### src/rtl/bcd_balance_sub.sv
// Packed-BCD balance register with serial digit-by-digit subtract, one digit per clock.
// Subtract completes DIGITS edges after start is taken; start/load are ignored while busy.
module bcd_balance_sub #(
   parameter int DIGITS = 4
) (
   input  logic                clk,
   input  logic                rst,
   input  logic                clear,
   input  logic                load,
   input  logic [4*DIGITS-1:0] load_val,
   input  logic                start,
   input  logic [4*DIGITS-1:0] sub_val,
   output logic [4*DIGITS-1:0] balance,
   output logic                busy,
   output logic                done,
   output logic                insufficient,
   output logic                err
);

   localparam int W  = 4 * DIGITS;
   localparam int IW = (DIGITS > 1) ? $clog2(DIGITS) : 1;

   typedef enum logic {IDLE, RUN} state_t;

   state_t            state, state_nxt;
   logic [W-1:0]      work, work_nxt, sub;
   logic [IW-1:0]     idx;
   logic              borrow, borrow_nxt, last;
   logic [3:0]        wd, sd, rdig;
   logic signed [4:0] diff;
   logic              load_ok, start_ok;

   function automatic logic is_bcd(input logic [W-1:0] v);
      logic ok;
      ok = 1'b1;
      for (int i = 0; i < DIGITS; i++) begin
         if (v[4*i +: 4] > 4'd9) ok = 1'b0;
      end
      return ok;
   endfunction

   assign load_ok  = is_bcd(load_val);
   assign start_ok = is_bcd(sub_val);
   assign last     = (idx == IW'(DIGITS - 1));

   // Current digit: signed 5-bit difference, corrected back into 0..9 on borrow
   always_comb begin
      wd = '0;
      sd = '0;
      for (int i = 0; i < DIGITS; i++) begin
         if (idx == IW'(i)) begin
            wd = work[4*i +: 4];
            sd = sub[4*i +: 4];
         end
      end
      diff       = $signed({1'b0, wd}) - $signed({1'b0, sd}) - $signed({4'b0000, borrow});
      borrow_nxt = diff[4];
      rdig       = borrow_nxt ? 4'(diff + 5'sd10) : diff[3:0];
      work_nxt   = work;
      for (int i = 0; i < DIGITS; i++) begin
         if (idx == IW'(i)) work_nxt[4*i +: 4] = rdig;
      end
   end

   always_ff @(posedge clk or posedge rst) begin
      if (rst) state <= IDLE;
      else     state <= state_nxt;
   end

   always_comb begin
      state_nxt = state;
      case (state)
         IDLE: if (!clear && !load && start && start_ok) state_nxt = RUN;
         RUN:  if (clear || last) state_nxt = IDLE;
         default: state_nxt = IDLE;
      endcase
   end

   always_comb begin
      busy = (state == RUN);
   end

   always_ff @(posedge clk or posedge rst) begin
      if (rst) begin
         balance      <= '0;
         work         <= '0;
         sub          <= '0;
         idx          <= '0;
         borrow       <= 1'b0;
         done         <= 1'b0;
         insufficient <= 1'b0;
         err          <= 1'b0;
      end else begin
         done         <= 1'b0;
         insufficient <= 1'b0;
         err          <= 1'b0;
         if (clear) begin
            balance <= '0;
            work    <= '0;
            idx     <= '0;
            borrow  <= 1'b0;
         end else if (state == IDLE) begin
            if (load) begin
               if (load_ok) balance <= load_val;
               else         err     <= 1'b1;
            end else if (start) begin
               if (start_ok) begin
                  sub    <= sub_val;
                  work   <= balance;
                  idx    <= '0;
                  borrow <= 1'b0;
               end else begin
                  err <= 1'b1;
               end
            end
         end else begin
            work   <= work_nxt;
            borrow <= borrow_nxt;
            idx    <= idx + IW'(1);
            if (last) begin
               done <= 1'b1;
               // A final borrow means the subtrahend was larger: keep the old balance
               if (borrow_nxt) insufficient <= 1'b1;
               else            balance      <= work_nxt;
            end
         end
      end
   end

endmodule

### config.mk
export PLATFORM = sky130hd
export DESIGN_NAME = bcd_balance_sub
export DESIGN_NICKNAME = d
export VERILOG_FILES = /design/src/rtl/bcd_balance_sub.sv
export SDC_FILE = /design/constraint.sdc
export NUM_CORES = 1
export LEC_CHECK = 0
export CAP_MARGIN = 30
export CORE_MARGIN = 2
export CORE_UTILIZATION = 64
export CTS_CLUSTER_DIAMETER = 100
export DETAILED_ROUTE_END_ITERATION = 7
export DONT_BUFFER_PORTS = 1
export HOLD_SLACK_MARGIN = 0.05
export PLACE_DENSITY = 0.89
export SLEW_MARGIN = 20
export SYNTH_ARGS = -nofsm -noshare
export SYNTH_HDL_FRONTEND = slang
export SYNTH_SLANG_ARGS = --single-unit
### constraint.sdc
create_clock -name clk -period 5.3 [get_ports clk]
set_input_delay 1.06 -clock clk [delete_from_list [all_inputs] [get_ports clk]]
set_output_delay 1.06 -clock clk [all_outputs]
set_load 0.02 [all_outputs]
[Yosys cells after proc, flatten, opt, wreduce, memory -nomap -nowiden]
Cells that the tools add are included.
Word-level totals
  bits of input ports: 37
  logic and storage cells: 102
  bits in registers: 55
Cells by class
  muxes and demuxes: 58
  equal/unequal tests: 6
  bitwise operators: 3
  reductions and logical operators: 14
  order comparisons: 8
  add/sub/neg operators: 4
Operator list (number)
  16-bit 2-to-1 mux: 11
  4-bit 2-to-1 mux: 13
  4-bit greater-than comparator (second input constant): 8
  1-bit 2-to-1 mux: 28
  3-bit nonzero test: 4
  2-bit 2-to-1 mux: 5
  3-bit by 2-bit inequality test with 1-bit output (second input constant): 2
  5-bit AND reduction: 1
  4-bit by 4-bit subtractor with 5-bit output: 1
  5-bit by 2-bit subtractor with 5-bit output: 1
  4-bit adder (second input constant): 1
  2-bit == test (second input constant): 2
  4-bit AND reduction: 1
  1-bit logical AND: 3
  3-bit inequality test (second input constant): 1
  1-bit inverter: 3
  3-bit AND reduction: 1
  2-bit by 1-bit adder with 2-bit output (second input constant): 1
  2-bit by 1-bit == test with 1-bit output (second input constant): 1
  1-bit logical NOT: 2
  2-bit logical NOT: 1
  1-bit case mux with 2 select lines: 1
  1-bit logical OR: 1

[Logic depth before layout (Yosys ltp)]
Gate-level depths: netlist of run 1.
  depth after elaboration: 14
  depth in mapped cells: 20
  mapped depth without buffers: 19

[Least setup slack after synthesis of run 1]
OpenSTA, ideal clock, no wires.
  kind: flip-flop to flip-flop
  start: register idx[0]
  end: register balance[7]
  slack: 1.383 ns
  arrival: 3.796 ns
  period minus slack after synthesis: 3.917 ns
  cell stages (with the launch flop): 18
  path buffers: 2
  cells stage by stage: dfrtp_1 inv_1 ha_1 clkbuf_1 buf_1 nor2_1 a21oi_1 o21ai_0 fa_1 inv_1 fa_1 ha_1 or3_1 a21oi_1 a2111oi_1 xnor2_1 nand3_1 a32o_1
Between the ends
  longest elaborated chain between the ends: 14
RTL lines
  from (decl): RTL line 27  | logic [IW-1:0] idx;
  from (signal assigned): RTL line 119  | idx <= idx + IW'(1);
  2-bit logical NOT: RTL line 51  | if (idx == IW'(i)) begin
  4-bit 2-to-1 mux (4 in a row): RTL line 51
  4-bit by 4-bit subtractor with 5-bit output: RTL line 56  | diff = $signed({1'b0, wd}) - $signed({1'b0, sd}) - $signed({4'b0000, borrow});
  5-bit by 2-bit subtractor with 5-bit output: RTL line 56
  4-bit adder: RTL line 58  | rdig = borrow_nxt ? 4'(diff + 5'sd10) : diff[3:0];
  4-bit 2-to-1 mux: RTL line 58
  4-bit 2-to-1 mux: RTL line 61  | if (idx == IW'(i)) work_nxt[4*i +: 4] = rdig;
  16-bit 2-to-1 mux: RTL line 123  | if (borrow_nxt) insufficient <= 1'b1;
  16-bit 2-to-1 mux: RTL line 120  | if (last) begin
  16-bit 2-to-1 mux: RTL line 102  | end else if (state == IDLE) begin
  16-bit 2-to-1 mux: RTL line 97  | if (clear) begin
  to (signal assigned): RTL line 104  | if (load_ok) balance <= load_val;
  to (signal assigned): RTL line 124  | else balance <= work_nxt;
  to (decl): RTL line 13  | output logic [4*DIGITS-1:0] balance,
Several ways; a longest one is shown, not always the timed one. The select of a mux whose other input is x is not followed.
A chain may end at the register's enable or synchronous reset.

[Final worst setup path of run 1]
  start: register idx[1]
  end: register balance[7]
The elaborated chain is that of the path after synthesis.

==> flow_metrics.env, run 1 <==
export IMPL_clk_root_buffer_cell="clkbuf_8"
export IMPL_final_util_pct=68.7
export IMPL_regArea_um2=1380
export IMPL_boundaryPins=57
export IMPL_drc=0
export IMPL_syn_avg_cell_area_um2=9.17
export IMPL_grt_ovfl_total=0
export IMPL_hold_viol_final=0
export IMPL_powerDensity_nw_per_um2=329
export IMPL_ant_nets=0
export IMPL_slew_headroom_pct=41.7
export IMPL_status="finished clean"
export IMPL_drive_above_1_share_pct=13.1
export IMPL_setup_tns_ns=0
export IMPL_cts_resized=0
export IMPL_wire_per_inst_um=19.3
export IMPL_grtUsageTotal_pct=30.9
export IMPL_htree_levels=2
export IMPL_combPwrFrac_pct=30.0
export IMPL_ctsLongestPathBuffers=2
export IMPL_synthFlopType="dfrtp_1"
export IMPL_synth_edf_count=0
export IMPL_crit_required_ns=5.51
export IMPL_vias=2742
export IMPL_hold_class="flip-flop to flip-flop"
export IMPL_cts_inserted_buffers=5
export IMPL_grt_pass1_wl_um=13100
export IMPL_startpoint_type="flip-flop"
export IMPL_fp_coreArea_um2=5010
export IMPL_fin_area_um2=3440
export IMPL_netlist_area_um2=3270
export IMPL_grt_max_degree=58
export IMPL_fp_dieArea_um2=5700
export IMPL_placed_cell_area_um2=3320
export IMPL_max_freq_mhz=229
export IMPL_cts_hold_fix_buffers=0
export IMPL_p_seq_share_pct=44.4
export IMPL_drtPass1Iterations=5
export IMPL_num_antenna_cells=0
export IMPL_ys_seq_area_share_pct=42.0
export IMPL_post_dp_hpwl_um=5700
export IMPL_synthCells=357
export IMPL_start_util_pct=65.4
export IMPL_clock_latency_ns=0.32
export IMPL_async_flop_share_pct=100
export IMPL_antenna_found_initial=0
export IMPL_rsz0062_at_grt="false"
export IMPL_ys_seq_elements=55
export IMPL_drt_vias_per_instance=6.53
export IMPL_synth_area_leaders="dfrtp_1 42%, mux2_2 5.5%, nor2_1 4.7%, a21oi_1 4.6%, o21ai_0 4.1%"
export IMPL_clock_skew_ns=0.00981
export IMPL_setup_viol=0
export IMPL_ys_warn_count=0
export IMPL_cts_num_sinks=55
export IMPL_place_congestion=0.908
export IMPL_critPathMaxFanout=16
export IMPL_synth_top_area_cell="dfrtp_1"
export IMPL_die_x_um=75.5
export IMPL_cts_tree="built"
export IMPL_drtIter0Drc=311
export IMPL_n_fill_cell=417
export IMPL_leakage_uw=0.00149
export IMPL_p_sw_share_pct=33.4
export IMPL_maxCapViolations=0
export IMPL_power_switching_uw=378
export IMPL_p_int_uw=754
export IMPL_drv_slew=0
export IMPL_pwr_share_clk_pct=25.6
export IMPL_cts_reportedPaths_clkPinSlew_ns=0.10
export IMPL_worst_slew_pin_transition_ns=0.866
export IMPL_endpoint_kind="flip-flop"
export IMPL_io_buffers=0
export IMPL_num_nets_final=397
export IMPL_vdd_drop_max_mv=0.194
export IMPL_critical_path_arrival_ns=4.58
export IMPL_fp_dieH_um=75.5
export IMPL_cts_setup_buffers=0
export IMPL_fin_crit_sh_pct=82.4
export IMPL_crit_type="flip-flop to flip-flop"
export IMPL_row_count=26
export IMPL_first_global_vias=2698
export IMPL_area_growth_pct=5.08
export IMPL_synth_top_area_share_pct=42.0
export IMPL_yosysUniqueCellTypes=57
export IMPL_wl_um=8100
export IMPL_syn_nets=405
export IMPL_period_minus_slack_ns=4.37
export IMPL_multi_input_area_um2=1740
-- routing by layer --
metal / GRT usage (%) / up-vias / part of all wire [%]
met5: 0 / - / 0
met4: 11.5 / 0 / 2.3
met3: 5.69 / 21 / 8.6
met2: 51.6 / 148 / 49
met1: 40.3 / 1312 / 40
li1: - / 1261 / -
-- cell type report --
type / instances / share of cell area [%]
tap: 70 / 2.55
timing repair buffer: 7 / 1.53
clock inverter: 2 / 1.02
sequential: 55 / 40.0
inverter: 18 / 1.96
clock buffer: 6 / 2.40
multi-input combinational: 262 / 50.5
-- power by group through the flow --
stage,Sequential [µW],Clock [µW],Combinational (µW)
2_1_floorplan,497,0,268
3_3_place_gp,508,0,317
3_5_place_dp,511,0,335
4_1_cts,502,294,336
5_1_grt,508,304,376
6_report,503,290,339
-- cells by family (layout without fill, tap and decap cells) --
group	Yosys count	in the layout	synth area share [%]
DFF	55	55	42.0
buffers and inverters	40	33	4.89
xor gates and xnor gates	5	5	1.57
adders and majority gates	11	11	4.66
muxes	24	24	7.99
and+or+nand+nor	110	110	16.3
AOI/OAI and AO/OA	112	112	22.5
-- final timing paths --
path / slack (ns) / endpoint / from / cells after the start
setup reg to reg: 0.93 / balance[7] / idx[1] / 19
hold reg to reg: 0.51 / sub[7] / sub[7] / 1
min in group asynchronous: 0.80 / balance[6] / rst / 2
setup / recovery: 0.93 / balance[7] / idx[1] / 19
hold / removal: 0.51 / sub[7] / sub[7] / 1
max in group asynchronous: 3.98 / busy / rst / 2
-- flip-flops by register name (all words and copies together) (netlist names) --
name	count
balance	16
sub	16
work	16
idx	2
borrow	1
busy	1
done	1
err	1
insufficient	1
-- cells in the mapped netlist (3+ instances only) --
library cell	instances
a211oi_1	9
a21o_1	8
a21oi_1	30
a221o_1	3
buf_2	5
clkbuf_1	14
dfrtp_1	55
ha_1	9
inv_1	18
mux2_2	16
mux2i_1	7
nand2_1	30
nand2b_1	3
nand3_1	4
nor2_1	41
nor2b_1	3
nor3_1	7
o21ai_0	27
o21ai_2	4
o22ai_1	3
o2bb2ai_1	3
o31ai_1	11
xnor2_1	3
-- per-stage QoR --
step	hold slack [ns]	power, µW	worst slack (ns)	instances
final	0.514	1130	0.933	420
after global placement	0.472	826	1.18	412
after floorplan	0.458	765	1.38	357
after detailed placement	0.475	845	1.02	412
after global routing	0.526	1190	0.593	420
after CTS	0.499	1130	1.00	420
-- critical path: stages (launching register included) --
cell and delay, ns:
dfrtp_1 0.42, inv_1 0.11, ha_1 0.32, buf_4 0.26, nor2b_1 0.10, a221o_1 0.30
o21ai_0 0.07, nor2_1 0.06, a21oi_1 0.17, fa_1 0.19, inv_1 0.06, fa_1 0.44
xor2_1 0.20, ha_1 0.24, or3_1 0.31, a21oi_1 0.16, a2111oi_1 0.08, xnor2_1 0.36
nand3_1 0.13, a32o_1 0.28
-- cells in the final DEF, fill, tap and decap left out, types with 3 or more instances in the layout --
cell type,count
nor3_1,7
inv_1,17
xnor2_1,3
o22ai_1,3
a221o_1,3
mux2i_1,7
o31ai_1,11
a211oi_1,9
nor2_1,41
o21ai_2,4
o2bb2ai_1,3
a21oi_1,30
ha_1,9
o21ai_0,27
mux2_2,16
nand2b_1,3
a21o_1,8
nand2_1,30
nor2b_1,3
buf_4,7
nand3_1,4
dfrtp_1,54
clkbuf_8,6
(Power assumes the default switching activity.)
==> run 2, diff against run 1 <==
Clock period 5.3 ns to 4.2 ns, I/O delays scaled along.
==> flow_metrics.env, run 2 (synthesis gave the netlist of run 1 again) <==
export IMPL_antenna_found_initial=0
export IMPL_drc=0
export IMPL_layout_commonest_cell="dfrtp_1"
export IMPL_setup_tns_ns=0
export IMPL_cts_num_sinks=55
export IMPL_cts_inserted_buffers=5
export IMPL_drv_slew=0
export IMPL_fp_coreArea_um2=5010
export IMPL_num_antenna_cells=0
export IMPL_final_util_pct=70.7
export IMPL_ant_nets=0
export IMPL_met1_length_um=3200
export IMPL_fp_dieArea_um2=5700
export IMPL_post_dp_hpwl_um=5860
export IMPL_ctsLongestPathBuffers=2
export IMPL_start_util_pct=65.4
export IMPL_fin_ws_ns=0.136
export IMPL_period_minus_slack_ns=4.06
export IMPL_clk_root_buffer_cell="clkbuf_8"
export IMPL_critPathMaxFanout=5
export IMPL_top_regs="balance: 16 flops, sub: 16 flops, work: 16 flops"
export IMPL_drt_vias_per_instance=6.60
export IMPL_io_buffers=0
export IMPL_endpoint_kind="flip-flop"
export IMPL_grt_ovfl_total=0
export IMPL_powerDensity_nw_per_um2=425
export IMPL_cts_reportedPaths_clkPinSlew_ns=0.09
export IMPL_cts_tree="built"
export IMPL_first_global_vias=2635
export IMPL_crit_required_ns=4.40
export IMPL_boundaryPins=57
export IMPL_vdd_drop_max_mv=0.281
export IMPL_clock_skew_ns=0.00509
export IMPL_clock_latency_ns=0.31
export IMPL_drtIter0Drc=310
export IMPL_vias=2817
export IMPL_status="finished clean"
export IMPL_htree_levels=2
export IMPL_cts_hold_fix_buffers=0
export IMPL_dp_slack_ns=0.160
export IMPL_maxCapViolations=0
export IMPL_wl_met3_um=770
export IMPL_startpoint_type="flip-flop"
export IMPL_grt_max_degree=34
export IMPL_worst_slew_pin_transition_ns=0.877
export IMPL_row_count=26
export IMPL_drtPass1Iterations=5
export IMPL_routed_top_layer="met4"
export IMPL_num_nets_final=404
export IMPL_wl_um=8240
export IMPL_die_x_um=75.5
export IMPL_setup_viol=0
export IMPL_area_growth_pct=8.14
export IMPL_hold_class="input port to async pin"
export IMPL_fin_crit_sh_pct=96.8
export IMPL_critical_path_arrival_ns=4.26
export IMPL_slew_headroom_pct=41.0
export IMPL_final_cell_mix="54 x dfrtp_1, 41 x nor2_1, 30 x nand2_1"
export IMPL_fp_dieH_um=75.5
export IMPL_hold_viol_final=0
export IMPL_crit_type="flip-flop to flip-flop"
export IMPL_place_congestion=0.965
export IMPL_wire_per_inst_um=19.3
export IMPL_grtUsageTotal_pct=29.6
export IMPL_drive_above_1_share_pct=16.5
export IMPL_max_freq_mhz=246
export IMPL_wl_met2_um=4010
export IMPL_grt_pass1_wl_um=12700
export IMPL_leakage_uw=0.00153
run 2: cell types whose count changed in the layout (fill, tap and decap cells not counted), sizes merged:
cell and change:
buf +7
run 2: where the power goes:
group          switching [µW]  total (µW)  internal [µW]  leakage [µW]
Combinational             290         507            217      0.000731
Clock                     168         361            193     0.0000612
Sequential               52.7         636            583      0.000736
run 2: stage by stage:
| step | cell area [µm²] | hold slack, ns | total power (µW) | cells |
|---|---|---|---|---|
| 4_1_cts | 3470 | 0.465 | 1420 | 424 |
| 6_report | 3540 | 0.443 | 1500 | 427 |
| 5_1_grt | 3540 | 0.481 | 1580 | 427 |
| 3_3_place_gp | 3350 | 0.470 | 1050 | 416 |
| 2_1_floorplan | 3270 | 0.458 | 965 | 357 |
| 3_5_place_dp | 3350 | 0.485 | 1070 | 416 |
run 2: worst paths after layout:
kind                            cells past startpoint  slack [ns]           end   start
worst max-delay path                               18        0.14    balance[3]  idx[1]
worst min-delay path                                1        0.44    balance[2]     rst
worst max register to register                     18        0.14    balance[3]  idx[1]
worst min register to register                      1        0.51        sub[7]  sub[7]
max in group asynchronous                           2        2.98  insufficient     rst
min in group clk                                    1        0.51        sub[7]  sub[7]
run 2: worst max-delay path, stage by stage (launching register included):
cell and delay, ns:
dfrtp_1 0.42, inv_1 0.14, ha_1 0.22, nor2b_1 0.25, a221o_1 0.18, o21ai_0 0.08
nor2_1 0.13, a21oi_2 0.05, fa_1 0.37, inv_1 0.11, fa_1 0.46, ha_1 0.26
or3_1 0.34, a21oi_2 0.20, a2111oi_4 0.08, xnor2_2 0.26, buf_4 0.16, and3_1 0.17
o21ai_2 0.06
run 2: cell type report:
| cell class | instances | area, µm² |
|---|---|---|
| well taps | 70 | 87.6 |
| clock buffers | 6 | 82.6 |
| clock inverters | 2 | 35.0 |
| multi-input cells | 262 | 1790 |
| flip-flops and latches | 55 | 1380 |
| repair buffers | 14 | 105 |
| inverters | 18 | 67.6 |
| fillers | 378 | 1470 |
run 2: timing repair:
item                                    CTS  global route
endpoints found under the setup margin    0            17
buffers inserted                          0             3
resized for setup                         0             8
hold endpoints to repair                  0             0
run 2: routing by layer:
metal	vias to the layer above	global-route usage (%)
met4	0	11.3
met2	178	49.2
li1	1272	-
met5	-	0
met1	1340	37.1
met3	27	7.94
